<file path="src/rtl/dac_ctrl_pkg.sv">
// dac_ctrl_pkg: shared FSM encoding and round-robin channel picker for the DAC setpoint controller
package dac_ctrl_pkg;
    localparam int MAX_CH = 8;
    localparam int MAX_CW = 3;
    typedef enum logic {ST_IDLE, ST_REQ} dac_state_t;
    // First requesting channel strictly after 'last', wrapping at n; 'last' itself is checked last.
    function automatic logic [MAX_CW-1:0] rr_pick(input logic [MAX_CH-1:0] req, input logic [MAX_CW-1:0] last, input int n);
        rr_pick = last;
        for (int k = n; k >= 1; k--)
            if (req[(int'(last) + k) % n]) rr_pick = MAX_CW'((int'(last) + k) % n);
    endfunction
endpackage

</file>
<file path="src/rtl/debounce.sv">
// debounce: per-bit synchroniser plus stability counter; level follows raw after DEBOUNCE steady cycles
module debounce #(
    parameter int DEBOUNCE = 16,
    parameter int W = 1
) (
    input  logic         clk,
    input  logic         rst,
    input  logic [W-1:0] raw,
    output logic [W-1:0] level
);
    localparam int CNT_W = $clog2(DEBOUNCE + 1);
    logic [W-1:0] s0, s1;
    logic [W-1:0][CNT_W-1:0] cnt;
    always_ff @(posedge clk) begin
        if (rst) begin
            s0 <= '0;
            s1 <= '0;
            level <= '0;
            cnt <= '0;
        end else begin
            s0 <= raw;
            s1 <= s0;
            for (int i = 0; i < W; i++) begin
                if (s1[i] == level[i]) cnt[i] <= '0;
                else if (cnt[i] == CNT_W'(DEBOUNCE - 1)) begin
                    level[i] <= s1[i];
                    cnt[i] <= '0;
                end else cnt[i] <= cnt[i] + 1'b1;
            end
        end
    end
endmodule

</file>
<file path="src/rtl/dac_setpoint_ctrl.sv">
// dac_setpoint_ctrl: button/switch-driven per-channel setpoints with round-robin update requests to a DAC driver
module dac_setpoint_ctrl
    import dac_ctrl_pkg::*;
#(
    parameter int CHANNELS = 4,
    parameter int WIDTH = 12,
    parameter int SW_W = 4,
    parameter int STEP = 256,
    parameter int DEBOUNCE = 16,
    parameter int INIT = 0,
    localparam int CW = CHANNELS > 1 ? $clog2(CHANNELS) : 1
) (
    input  logic                      CLK50MHZ,
    input  logic                      RST,
    input  logic                      BTN_WEST,
    input  logic                      BTN_EAST,
    input  logic [SW_W-1:0]           SW,
    input  logic [CW-1:0]             CH_SEL,
    output logic [CHANNELS*WIDTH-1:0] VALUE,
    output logic                      DAC_REQ,
    output logic [CW-1:0]             DAC_CH,
    output logic [WIDTH-1:0]          DAC_DATA,
    input  logic                      DAC_ACK
);
    localparam logic [WIDTH:0] STEP_W = (WIDTH + 1)'(STEP);
    dac_state_t state;
    logic [CHANNELS-1:0][WIDTH-1:0] val;
    logic [CHANNELS-1:0] dirty, set_m, clr_m;
    logic [CW-1:0] last, pick;
    logic [1:0] btn_db, btn_prev;
    logic [SW_W-1:0] sw_db, sw_prev;
    logic inc, dec, load;
    logic [WIDTH-1:0] cur, nxt;
    logic [WIDTH:0] sum;

    debounce #(.DEBOUNCE(DEBOUNCE), .W(2)) u_btn_db (
        .clk(CLK50MHZ), .rst(RST), .raw({BTN_EAST, BTN_WEST}), .level(btn_db)
    );
    debounce #(.DEBOUNCE(DEBOUNCE), .W(SW_W)) u_sw_db (
        .clk(CLK50MHZ), .rst(RST), .raw(SW), .level(sw_db)
    );

    // Load beats buttons; opposing button events cancel; arithmetic saturates both ways.
    always_comb begin
        inc = btn_db[0] & ~btn_prev[0];
        dec = btn_db[1] & ~btn_prev[1];
        load = sw_db != sw_prev;
        cur = val[CH_SEL];
        sum = {1'b0, cur} + STEP_W;
        nxt = load ? WIDTH'(sw_db) << (WIDTH - SW_W)
            : (inc && !dec) ? (sum[WIDTH] ? '1 : sum[WIDTH-1:0])
            : (dec && !inc) ? ({1'b0, cur} < STEP_W ? '0 : cur - STEP_W[WIDTH-1:0])
            : cur;
        pick = CW'(rr_pick(MAX_CH'(dirty), MAX_CW'(last), CHANNELS));
        set_m = nxt != cur ? CHANNELS'(1) << CH_SEL : '0;
        clr_m = (state == ST_IDLE && |dirty) ? CHANNELS'(1) << pick : '0;
    end

    assign VALUE = val;

    // A same-cycle change to the channel being latched keeps it dirty, giving a follow-up request.
    always_ff @(posedge CLK50MHZ) begin
        if (RST) begin
            val <= {CHANNELS{WIDTH'(INIT)}};
            dirty <= '1;
            last <= CW'(CHANNELS - 1);
            state <= ST_IDLE;
            DAC_REQ <= 1'b0;
            DAC_CH <= '0;
            DAC_DATA <= '0;
            btn_prev <= '0;
            sw_prev <= '0;
        end else begin
            btn_prev <= btn_db;
            sw_prev <= sw_db;
            val[CH_SEL] <= nxt;
            dirty <= (dirty & ~clr_m) | set_m;
            if (state == ST_IDLE) begin
                if (|dirty) begin
                    state <= ST_REQ;
                    DAC_REQ <= 1'b1;
                    DAC_CH <= pick;
                    DAC_DATA <= val[pick];
                    last <= pick;
                end
            end else if (DAC_ACK) begin
                state <= ST_IDLE;
                DAC_REQ <= 1'b0;
            end
        end
    end
endmodule

</file>
<file path="config.mk">
export PLATFORM = sky130hd
export DESIGN_NAME = dac_setpoint_ctrl
export DESIGN_NICKNAME = d
export VERILOG_FILES = /design/src/rtl/dac_ctrl_pkg.sv /design/src/rtl/debounce.sv /design/src/rtl/dac_setpoint_ctrl.sv
export SDC_FILE = /design/constraint.sdc
export NUM_CORES = 1
export LEC_CHECK = 0
export CELL_PAD_IN_SITES_DETAIL_PLACEMENT = 0
export CELL_PAD_IN_SITES_GLOBAL_PLACEMENT = 1
export CORE_MARGIN = 8
export CORE_UTILIZATION = 38
export CTS_CLUSTER_DIAMETER = 200
export CTS_CLUSTER_SIZE = 8
export DETAILED_ROUTE_END_ITERATION = 16
export MAX_ROUTING_LAYER = met4
export PLACE_DENSITY = 0.75
export SYNTH_ARGS = -nofsm -noshare
export SYNTH_HDL_FRONTEND = slang
export SYNTH_SLANG_ARGS = --single-unit
</file>
<file path="constraint.sdc">
create_clock -name CLK50MHZ -period 3.2 [get_ports CLK50MHZ]
set_input_delay 0.8 -clock CLK50MHZ [delete_from_list [all_inputs] [get_ports CLK50MHZ]]
set_output_delay 0.8 -clock CLK50MHZ [all_outputs]
set_load 0.01 [all_outputs]
</file>
==> out/qor.csv <==
metric;value;unit
Comb pwr share;14.0;%
total core area;0.0150;sq mm
worst slew pin tran;0.653;ns
Area after DPL;0.00693;sq mm
Ports;74;
Crit. End Element;flip-flop;
Fin Setup TNS;0;ns
Fillers;1380;
Remaining Overflow, GRT;0;
pre-CTS WS;-0.567;ns
RSZ-0062 raised after global routing;no;
dpl hpwl;11700;um
fin area;0.00766;sq mm
total CTS buffers;17;
Post-Syn Nets;685;
Final setup viols;0;
GRT Util Overall;17.8;%
Synth top area share;43.1;%
crit-path max FO;5;
R2R setup slack;0.52;ns
Final Wtd Congestion;0.878;
Syn Inst Count;660;
Antenna Nets Post-Route;0;
most frequent cell after synthesis;dfxtp_1;
# hold bufs at CTS;0;
status;finished, final reports clean;
f_max;0.331;GHz
number of buffers added on ports;73;
most instantiated cells after synthesis;dfxtp_1 (124), nand2_1 (121), a21oi_1 (68);
Initial Util;38.3;%
area grow syn2layout;33.0;%
# DRC;0;
H-tree depth;4;
First-pass DRT Iterations;5;
first-pass GRT wire length;26600;um
sequential cell area fraction in the yosys report;43.1;%
Mean Syn Cell Area;8.73;sq um
Psw;1.12;mW
CP Launch Type;primary input;
vias in the first global route;5075;
Top FF cell, synth;dfxtp_1;
Sw Share;25.2;%
period utilisation layout;94.3;%
routed length per instance;17.2;um
YS warnings;0;
Rel. slew slack;56.4;%
crit path time final;3.02;ns
Reg clk slew, reported paths;0.05;ns
synthesized area;0.00576;sq mm
Die Area;0.0194;sq mm
final hold vios;0;
root buffer cell;clkbuf_16;
die height;139;um
CTS max path bufs;2;
CTS tree;done;
Yosys reg bits;124;
Setup Skew;0.00919;ns
vias per cell;5.32;
EDFF count, synth;0;
fraction of registers with async set or reset after synthesis;0;%
critical path type;in -> reg;
max_cap viols;0;
synth unique cells;56;
Crit path arrival time;3.31;ns
Synth area leaders;dfxtp_1 (43%), nand2_1 (7.9%), a21oi_1 (5.9%);
data required time of the worst path;3.49;ns
Clock Sinks;124;
drt total wl;16400;um
setup slack after layout;0.182;ns
PD cells;577;mW/mm^2
Peak supply drop;0.357;mV
initial antenna violation count;0;
share of layout cells above drive strength 1;15.9;%
clock share of power;48.2;%
Worst Hold Depth;1;
sequential power share;37.8;%
Worst Reg2Reg Path Length in Cells;8;
utilization after layout;51.0;%
Site Rows;45;
internal power;3.31;mW
routed vias;5083;
fin nets;779;
worst skew pair latency;0.42;ns
DRT iter0 DRCs;293;
Hold WC Path Type;reg -> reg;
Die Wd;139;um
antenna cells;0;
P_leak;2.86;nW
leading area contributor after synthesis;dfxtp_1;
Pins Over Slew Limit;0;
largest net degree at the start of global routing;62;
-- final timing paths --
path                                 start                       end
setup / recovery                 CH_SEL[0]       dirty[1]$_SDFF_PP1_
hold / removal    u_sw_db.s0[0]$_SDFF_PP0_  u_sw_db.s1[0]$_SDFF_PP0_
setup reg to reg    VALUE[33]$_SDFFE_PP0P_       dirty[1]$_SDFF_PP1_
hold reg to reg   u_sw_db.s0[0]$_SDFF_PP0_  u_sw_db.s1[0]$_SDFF_PP0_
-- state kept, by name, indices dropped and copies added (netlist names), 10 cells and up --
name and count:
VALUE 48, u_sw_db.cnt 20, u_btn_db.cnt 10, DAC_DATA 12
-- placed cells by master, fill, tap and decap left out, types with 11 or more instances in the layout --
| cell type | synthesis | final |
|---|---|---|
| a211oi_1 | 15 | 15 |
| a21oi_1 | 68 | 68 |
| buf_4 | 0 | 43 |
| clkbuf_16 | 0 | 17 |
| clkdlybuf4s50_1 | 0 | 70 |
| dfxtp_1 | 124 | 124 |
| ha_1 | 14 | 12 |
| inv_1 | 17 | 15 |
| mux2_2 | 13 | 13 |
| mux2i_1 | 22 | 22 |
| mux4_2 | 10 | 11 |
| nand2_1 | 121 | 121 |
| nor2_1 | 64 | 63 |
| nor2b_1 | 26 | 26 |
| o211ai_1 | 13 | 13 |
| xnor2_1 | 16 | 16 |
-- final cells by class --
class                      count  area, sq um  area share (%)
inverter                      17         63.8           0.833
tap                          188          235            3.07
clock inverter                13          214            2.79
sequential                   124         2480            32.4
clock buffer                  19          443            5.78
multi-input combinational    476         3120            40.7
timing repair buffer         118         1110            14.5
-- power groups by stage --
| stage | logic (mW) | clock network (mW) | registers, mW |
|---|---|---|---|
| 2_1_floorplan | 0.359 | 0 | 1.71 |
| 3_3_place_gp | 0.605 | 0 | 1.70 |
| 3_5_place_dp | 0.611 | 0 | 1.70 |
| 4_1_cts | 0.621 | 2.18 | 1.67 |
| 5_1_grt | 0.673 | 2.25 | 1.68 |
| 6_report | 0.620 | 2.13 | 1.67 |
-- cell families (layout without fill, tap and decap cells) --
family,count (synthesis),in the layout,share of synthesized area [%]
simple gates,263,263,20.7
compound gates,129,129,14.3
flops,124,124,43.1
buf+inv,60,167,4.19
mux,48,48,11.4
xor+xnor,22,22,3.34
fa+ha+maj,14,14,3.04
-- metal layers --
metal	share of wire [%]	routed length [um]	up-vias	GRT usage, %
met5	0	0	-	-
met4	2.4	390	0	6.53
met3	4.8	792	27	4.89
met2	47	7700	158	28.1
met1	46	7530	2417	21.3
li1	-	-	2481	-
-- worst max-delay path, stage by stage --
cell,delay [ns]
clkbuf_2,0.14
bufbuf_16,0.28
mux4_2,0.51
or4_4,0.55
nor2_2,0.11
o21ai_2,0.07
a2111oi_4,0.29
nand4_2,0.21
a221o_1,0.36
-- stage by stage --
stage               hold WS, ns  std cells  total power, mW
global placement          0.423        919             2.31
floorplan                 0.414        660             2.07
detailed placement        0.425        919             2.32
CTS                       0.440        955             4.47
global route              0.447        955             4.60
finish                    0.437        955             4.42
-- timing repair --
item,in CTS,in global routing
buffers inserted,3,0
gates cloned,1,0
pin swaps,1,1
setup endpoints to repair,4,4
gates resized for setup,4,9
(Power assumes the default switching activity.)
